--- src/rtl/ct_spsram_512x96_arb.sv ---
// Two-requester round-robin arbiter and sequencer for a 512x96 single-port SRAM.
// Define CT_SPSRAM_512X96_INIT_EN to zero-fill the array after reset before traffic is accepted.
module ct_spsram_512x96_arb #(
  parameter int ADDR_WIDTH = 9,
  parameter int DATA_WIDTH = 96,
  parameter int DEPTH      = 512
) (
  input  logic                  forever_cpuclk,
  input  logic                  cpurst_b,
  input  logic                  req0_vld,
  input  logic                  req0_wr,
  input  logic [ADDR_WIDTH-1:0] req0_addr,
  input  logic [DATA_WIDTH-1:0] req0_wdata,
  input  logic [DATA_WIDTH-1:0] req0_wmask,
  output logic                  req0_rdy,
  output logic                  rsp0_vld,
  output logic [DATA_WIDTH-1:0] rsp0_rdata,
  input  logic                  req1_vld,
  input  logic                  req1_wr,
  input  logic [ADDR_WIDTH-1:0] req1_addr,
  input  logic [DATA_WIDTH-1:0] req1_wdata,
  input  logic [DATA_WIDTH-1:0] req1_wmask,
  output logic                  req1_rdy,
  output logic                  rsp1_vld,
  output logic [DATA_WIDTH-1:0] rsp1_rdata,
  output logic [ADDR_WIDTH-1:0] sram_a,
  output logic                  sram_cen,
  output logic                  sram_gwen,
  output logic [DATA_WIDTH-1:0] sram_d,
  output logic [DATA_WIDTH-1:0] sram_wen,
  input  logic [DATA_WIDTH-1:0] sram_q,
  output logic                  init_done
);

  localparam logic [DATA_WIDTH-1:0] ONES_C  = {DATA_WIDTH{1'b1}};
  localparam logic [DATA_WIDTH-1:0] ZEROS_C = {DATA_WIDTH{1'b0}};

  generate
    if (DEPTH != (1 << ADDR_WIDTH)) begin : g_depth_chk
      $error("DEPTH must equal 2**ADDR_WIDTH");
    end
  endgenerate

  logic                  run_s;
  logic                  init_active_s;
  logic [ADDR_WIDTH-1:0] init_cnt_s;
  logic                  grant0_s;
  logic                  grant1_s;
  logic                  sel_wr_s;
  logic [ADDR_WIDTH-1:0] sel_addr_s;
  logic [DATA_WIDTH-1:0] sel_wdata_s;
  logic [DATA_WIDTH-1:0] sel_wmask_s;
  logic                  rr_ptr_r;
  logic                  rsp0_vld_r;
  logic                  rsp1_vld_r;

`ifdef CT_SPSRAM_512X96_INIT_EN
  typedef enum logic [0:0] {
    ST_INIT = 1'b0,
    ST_RUN  = 1'b1
  } state_t;

  localparam logic [ADDR_WIDTH-1:0] INIT_LAST_C = ADDR_WIDTH'(DEPTH - 1);

  state_t                state_r;
  logic [ADDR_WIDTH-1:0] init_cnt_r;
  logic                  init_done_r;

  // Init sweep FSM: one zero-write per cycle, then hand the port to the requesters
  always_ff @(posedge forever_cpuclk or negedge cpurst_b) begin
    if (!cpurst_b) begin
      state_r     <= ST_INIT;
      init_cnt_r  <= {ADDR_WIDTH{1'b0}};
      init_done_r <= 1'b0;
    end else begin
      case (state_r)
        ST_INIT: begin
          if (init_cnt_r == INIT_LAST_C) begin
            state_r     <= ST_RUN;
            init_done_r <= 1'b1;
          end else begin
            init_cnt_r  <= init_cnt_r + ADDR_WIDTH'(1'b1);
          end
        end
        ST_RUN: begin
          state_r     <= ST_RUN;
          init_done_r <= 1'b1;
        end
        default: begin
          state_r     <= ST_INIT;
          init_cnt_r  <= {ADDR_WIDTH{1'b0}};
          init_done_r <= 1'b0;
        end
      endcase
    end
  end

  assign run_s         = (state_r == ST_RUN);
  assign init_active_s = (state_r == ST_INIT);
  assign init_cnt_s    = init_cnt_r;
  assign init_done     = init_done_r;
`else
  assign run_s         = 1'b1;
  assign init_active_s = 1'b0;
  assign init_cnt_s    = {ADDR_WIDTH{1'b0}};
  assign init_done     = 1'b1;
`endif

  // Grant selection: a lone requester wins, contention goes to rr_ptr_r
  always_comb begin
    grant0_s = 1'b0;
    grant1_s = 1'b0;
    if (run_s) begin
      if (req0_vld && req1_vld) begin
        if (rr_ptr_r) begin
          grant1_s = 1'b1;
        end else begin
          grant0_s = 1'b1;
        end
      end else if (req0_vld) begin
        grant0_s = 1'b1;
      end else if (req1_vld) begin
        grant1_s = 1'b1;
      end else begin
        grant0_s = 1'b0;
        grant1_s = 1'b0;
      end
    end else begin
      grant0_s = 1'b0;
      grant1_s = 1'b0;
    end
  end

  // Request field mux driven by the winning requester
  always_comb begin
    sel_wr_s    = req0_wr;
    sel_addr_s  = req0_addr;
    sel_wdata_s = req0_wdata;
    sel_wmask_s = req0_wmask;
    if (grant1_s) begin
      sel_wr_s    = req1_wr;
      sel_addr_s  = req1_addr;
      sel_wdata_s = req1_wdata;
      sel_wmask_s = req1_wmask;
    end else begin
      sel_wr_s    = req0_wr;
      sel_addr_s  = req0_addr;
      sel_wdata_s = req0_wdata;
      sel_wmask_s = req0_wmask;
    end
  end

  // SRAM port translation to active-low CEN/GWEN/WEN; idle drives a quiet bus
  always_comb begin
    sram_cen  = 1'b1;
    sram_gwen = 1'b1;
    sram_wen  = ONES_C;
    sram_a    = {ADDR_WIDTH{1'b0}};
    sram_d    = ZEROS_C;
    if (init_active_s) begin
      sram_cen  = 1'b0;
      sram_gwen = 1'b0;
      sram_wen  = ZEROS_C;
      sram_a    = init_cnt_s;
      sram_d    = ZEROS_C;
    end else if (grant0_s || grant1_s) begin
      sram_cen = 1'b0;
      sram_a   = sel_addr_s;
      if (sel_wr_s) begin
        sram_gwen = 1'b0;
        sram_d    = sel_wdata_s;
        sram_wen  = ~sel_wmask_s;
      end else begin
        sram_gwen = 1'b1;
        sram_d    = ZEROS_C;
        sram_wen  = ONES_C;
      end
    end else begin
      sram_cen  = 1'b1;
      sram_gwen = 1'b1;
    end
  end

  // Round-robin pointer and one-cycle read response flags
  always_ff @(posedge forever_cpuclk or negedge cpurst_b) begin
    if (!cpurst_b) begin
      rr_ptr_r   <= 1'b0;
      rsp0_vld_r <= 1'b0;
      rsp1_vld_r <= 1'b0;
    end else begin
      if (grant0_s) begin
        rr_ptr_r <= 1'b1;
      end else if (grant1_s) begin
        rr_ptr_r <= 1'b0;
      end else begin
        rr_ptr_r <= rr_ptr_r;
      end
      rsp0_vld_r <= grant0_s & ~req0_wr;
      rsp1_vld_r <= grant1_s & ~req1_wr;
    end
  end

  assign req0_rdy   = grant0_s;
  assign req1_rdy   = grant1_s;
  assign rsp0_vld   = rsp0_vld_r;
  assign rsp1_vld   = rsp1_vld_r;
  // Q already reflects the read launched last cycle, so it is passed straight through
  assign rsp0_rdata = sram_q;
  assign rsp1_rdata = sram_q;

endmodule

--- config.mk ---
export PLATFORM = sky130hd
export DESIGN_NAME = ct_spsram_512x96_arb
export DESIGN_NICKNAME = d
export VERILOG_FILES = /design/src/rtl/ct_spsram_512x96_arb.sv
export SDC_FILE = /design/constraint.sdc
export NUM_CORES = 1
export LEC_CHECK = 0
export CAP_MARGIN = 0
export CORE_AREA = 2 2 349 351
export CTS_BUF_LIST = sky130_fd_sc_hd__clkbuf_8 sky130_fd_sc_hd__clkbuf_16
export DETAILED_ROUTE_END_ITERATION = 8
export DIE_AREA = 0 0 351 353
export DONT_BUFFER_PORTS = 1
export HOLD_SLACK_MARGIN = 0.02
export SYNTH_ARGS = -nofsm -noshare
export SYNTH_HDL_FRONTEND = slang
export SYNTH_SLANG_ARGS = --single-unit
export TNS_END_PERCENT = 5
--- constraint.sdc ---
create_clock -name forever_cpuclk -period 2.55 [get_ports forever_cpuclk]
set_input_delay 0.255 -clock forever_cpuclk [delete_from_list [all_inputs] [get_ports forever_cpuclk]]
set_output_delay 0.255 -clock forever_cpuclk [all_outputs]
set_load 0.01 [all_outputs]
==> metrics.csv <==
metric;value;unit
yosys-top-cells-area;buf_4 (28%), nand3_1 (19%), o21ai_0 (19%), a21o_1 (14%), a21oi_1 (9.0%);
syn_avg_cell_area;5.81;sq um
drv_slew;0;
tritoncts;done;
synthSimpleGateAreaFrac;0.202;
ys_types;19;
fp.dieH;353;um
avgRoutedWirePerCell;34.1;um
io_buffers;0;
power_density;298;nW/um^2
area_delta_synth_final;36.8;%
maxCapViolCount;0;
synth.largest_area_cell;buf_4;
setup-violations-final;0;
synth_cells;920;
drive_above_1_share;0.208;
synth_edf_count;0;
synth_flop_cell;dfrtp_1;
die_x;351;um
synth_xor_area_frac;0;
dp_cells;2393;
fin_skew;0.000286;ns
worstPathArrival;2.20;ns
viasPerCell;2.85;
initial_core_util;0.0443;
required;2.30;ns
fmax;407;MHz
fin_crit_sh;0.963;
io_pins;904;
hold_slack;0.0948;ns
cts.sinks;3;
ir_worst_vdd;0.466;mV
rows;128;
drc;0;
async_reset_ff_frac;1.00;
synth_fa_ha_area_frac;0;
place_congestion;0.880;
final_cell_count_no_fill;2415;
hold_path_class;in2reg;
yosys_warnings;0;
fin_util;0.0606;
clockRootBuffer;clkbuf_16;
grt_max_degree;206;
vias;6887;
cp-end-kind;output port;
synth_nets;1424;
dr.pass1.iters;7;
clkLatencyLatePin;0.22;ns
synth_top_family_by_area;compound AO/OA/AOI/OAI gates;
finalWirelength;82400;um
numCtsBuffers;3;
slew_headroom;0.428;
p_leak;2.12;nW
rsz0062_at_grt;false;
p_total;2.18;mW
synth-seq-cells;3;
worstPathMaxFanout;205;
clk_pin_slew_worst_paths;0.03;ns
core-area;121000;sq um
drt_iter0_markers;681;
synth_commonest_cells;nand3_1 (201), o21ai_0 (201), buf_4 (196);
die-area;124000;sq um
cts_buffer_depth;2;
dp_hpwl;73200;um
nFillCells;14300;
layout.nets;1278;
synth_top_area_frac;0.275;
cts_resized;0;
antenna_found_initial;64;
crit_path_start_kind;primary input;
syn_area;5350;sq um
grt_pass1_wl;98700;um
worst-setup-path-type;in2out;
worst_pin_slew;0.858;ns
synth_compound_area_frac;0.419;
status;finished, final reports clean;
final.setup.tns;0;ns
cts.htree.levels;1;
postRouteAntennaNets;0;
seq_area_frac_synth;0.0140;
grt_overflow;0;
grt_pass1_vias;6699;
final_hold_viol_count;0;
grt_usage;0.125;
fin_crit;2.46;ns
muxShareOfSynthArea;0;
logic make-up after synthesis:
family | after synthesis
AO/OA/AOI/OAI | 396
buffers and inverters | 304
flip-flops | 3
other | 1
AND/OR/NAND/NOR | 216
worst max-delay path: stages:
cell     delay (ns)
inv_8          0.72
buf_4          0.28
o21ai_0        0.10
a21oi_1        0.15
buf_4          0.24
final timing paths:
check	startpoint	endpoint	slack [ns]	depth (start not counted)
setup / recovery	req1_vld	sram_d[48]	0.09	5
hold / removal	req0_wr	rsp0_vld	0.09	1
setup reg to reg	rr_ptr_r	rsp1_vld	1.38	3
hold reg to reg	rr_ptr_r	rr_ptr_r	0.63	1
max in group asynchronous	cpurst_b	rr_ptr_r	2.11	1
min in group asynchronous	cpurst_b	rsp1_vld	0.29	1
metal layers:
metal | routed length, um | track usage
met1 | 31500 | 0.144
met2 | 32500 | 0.175
met3 | 16600 | 0.113
met4 | 1130 | 0.0132
met5 | 656 | 0.00347
layout make-up:
cell class	instances	area (sq um)	area share
Inverter	1	11.3	0.00154
Clock inverter	1	3.75	0.000513
Antenna cell	17	42.5	0.00582
Tap cell	1625	2030	0.278
Timing Repair Buffer	152	1720	0.236
Clock buffer	3	75.1	0.0103
Sequential cell	3	75.1	0.0103
Multi-Input combinational cell	613	3350	0.458
cells in the final DEF, fill, tap and decap left out, drive strengths merged:
cell type,instances
a21boi,1
a21o,97
a21oi,96
a32oi,1
buf,151
clkbuf,3
conb,1
dfrtp,3
diode,17
dlygate4sd3,1
inv,2
nand2,9
nand2b,1
nand3,201
nor2,2
nor2b,2
nor3,1
o21ai,201
registers in the layout (all words and copies together), names as in the netlist:
signal	flops
rr_ptr_r	1
rsp0_vld	1
rsp1_vld	1
power by group:
group | internal [mW] | switching (mW)
clock | 0.202 | 0.0430
combinational | 0.644 | 1.23
sequential | 0.0523 | 0.00661
stage by stage:
step / worst slack (ns) / area [sq um]
6_report: 0.0943 / 7310
5_1_grt: 0.0646 / 7280
4_1_cts: 0.189 / 7270
3_5_place_dp: 0.433 / 7180
3_3_place_gp: 0.462 / 7180
2_1_floorplan: 1.00 / 5350
timing repair:
action | 4_1_cts | 5_1_grt
hold buffers | 1 | 0
endpoints found under the hold margin | 3 | 0
setup buffers | 0 | 0
Note: power is estimated with default switching activity, not from simulation.
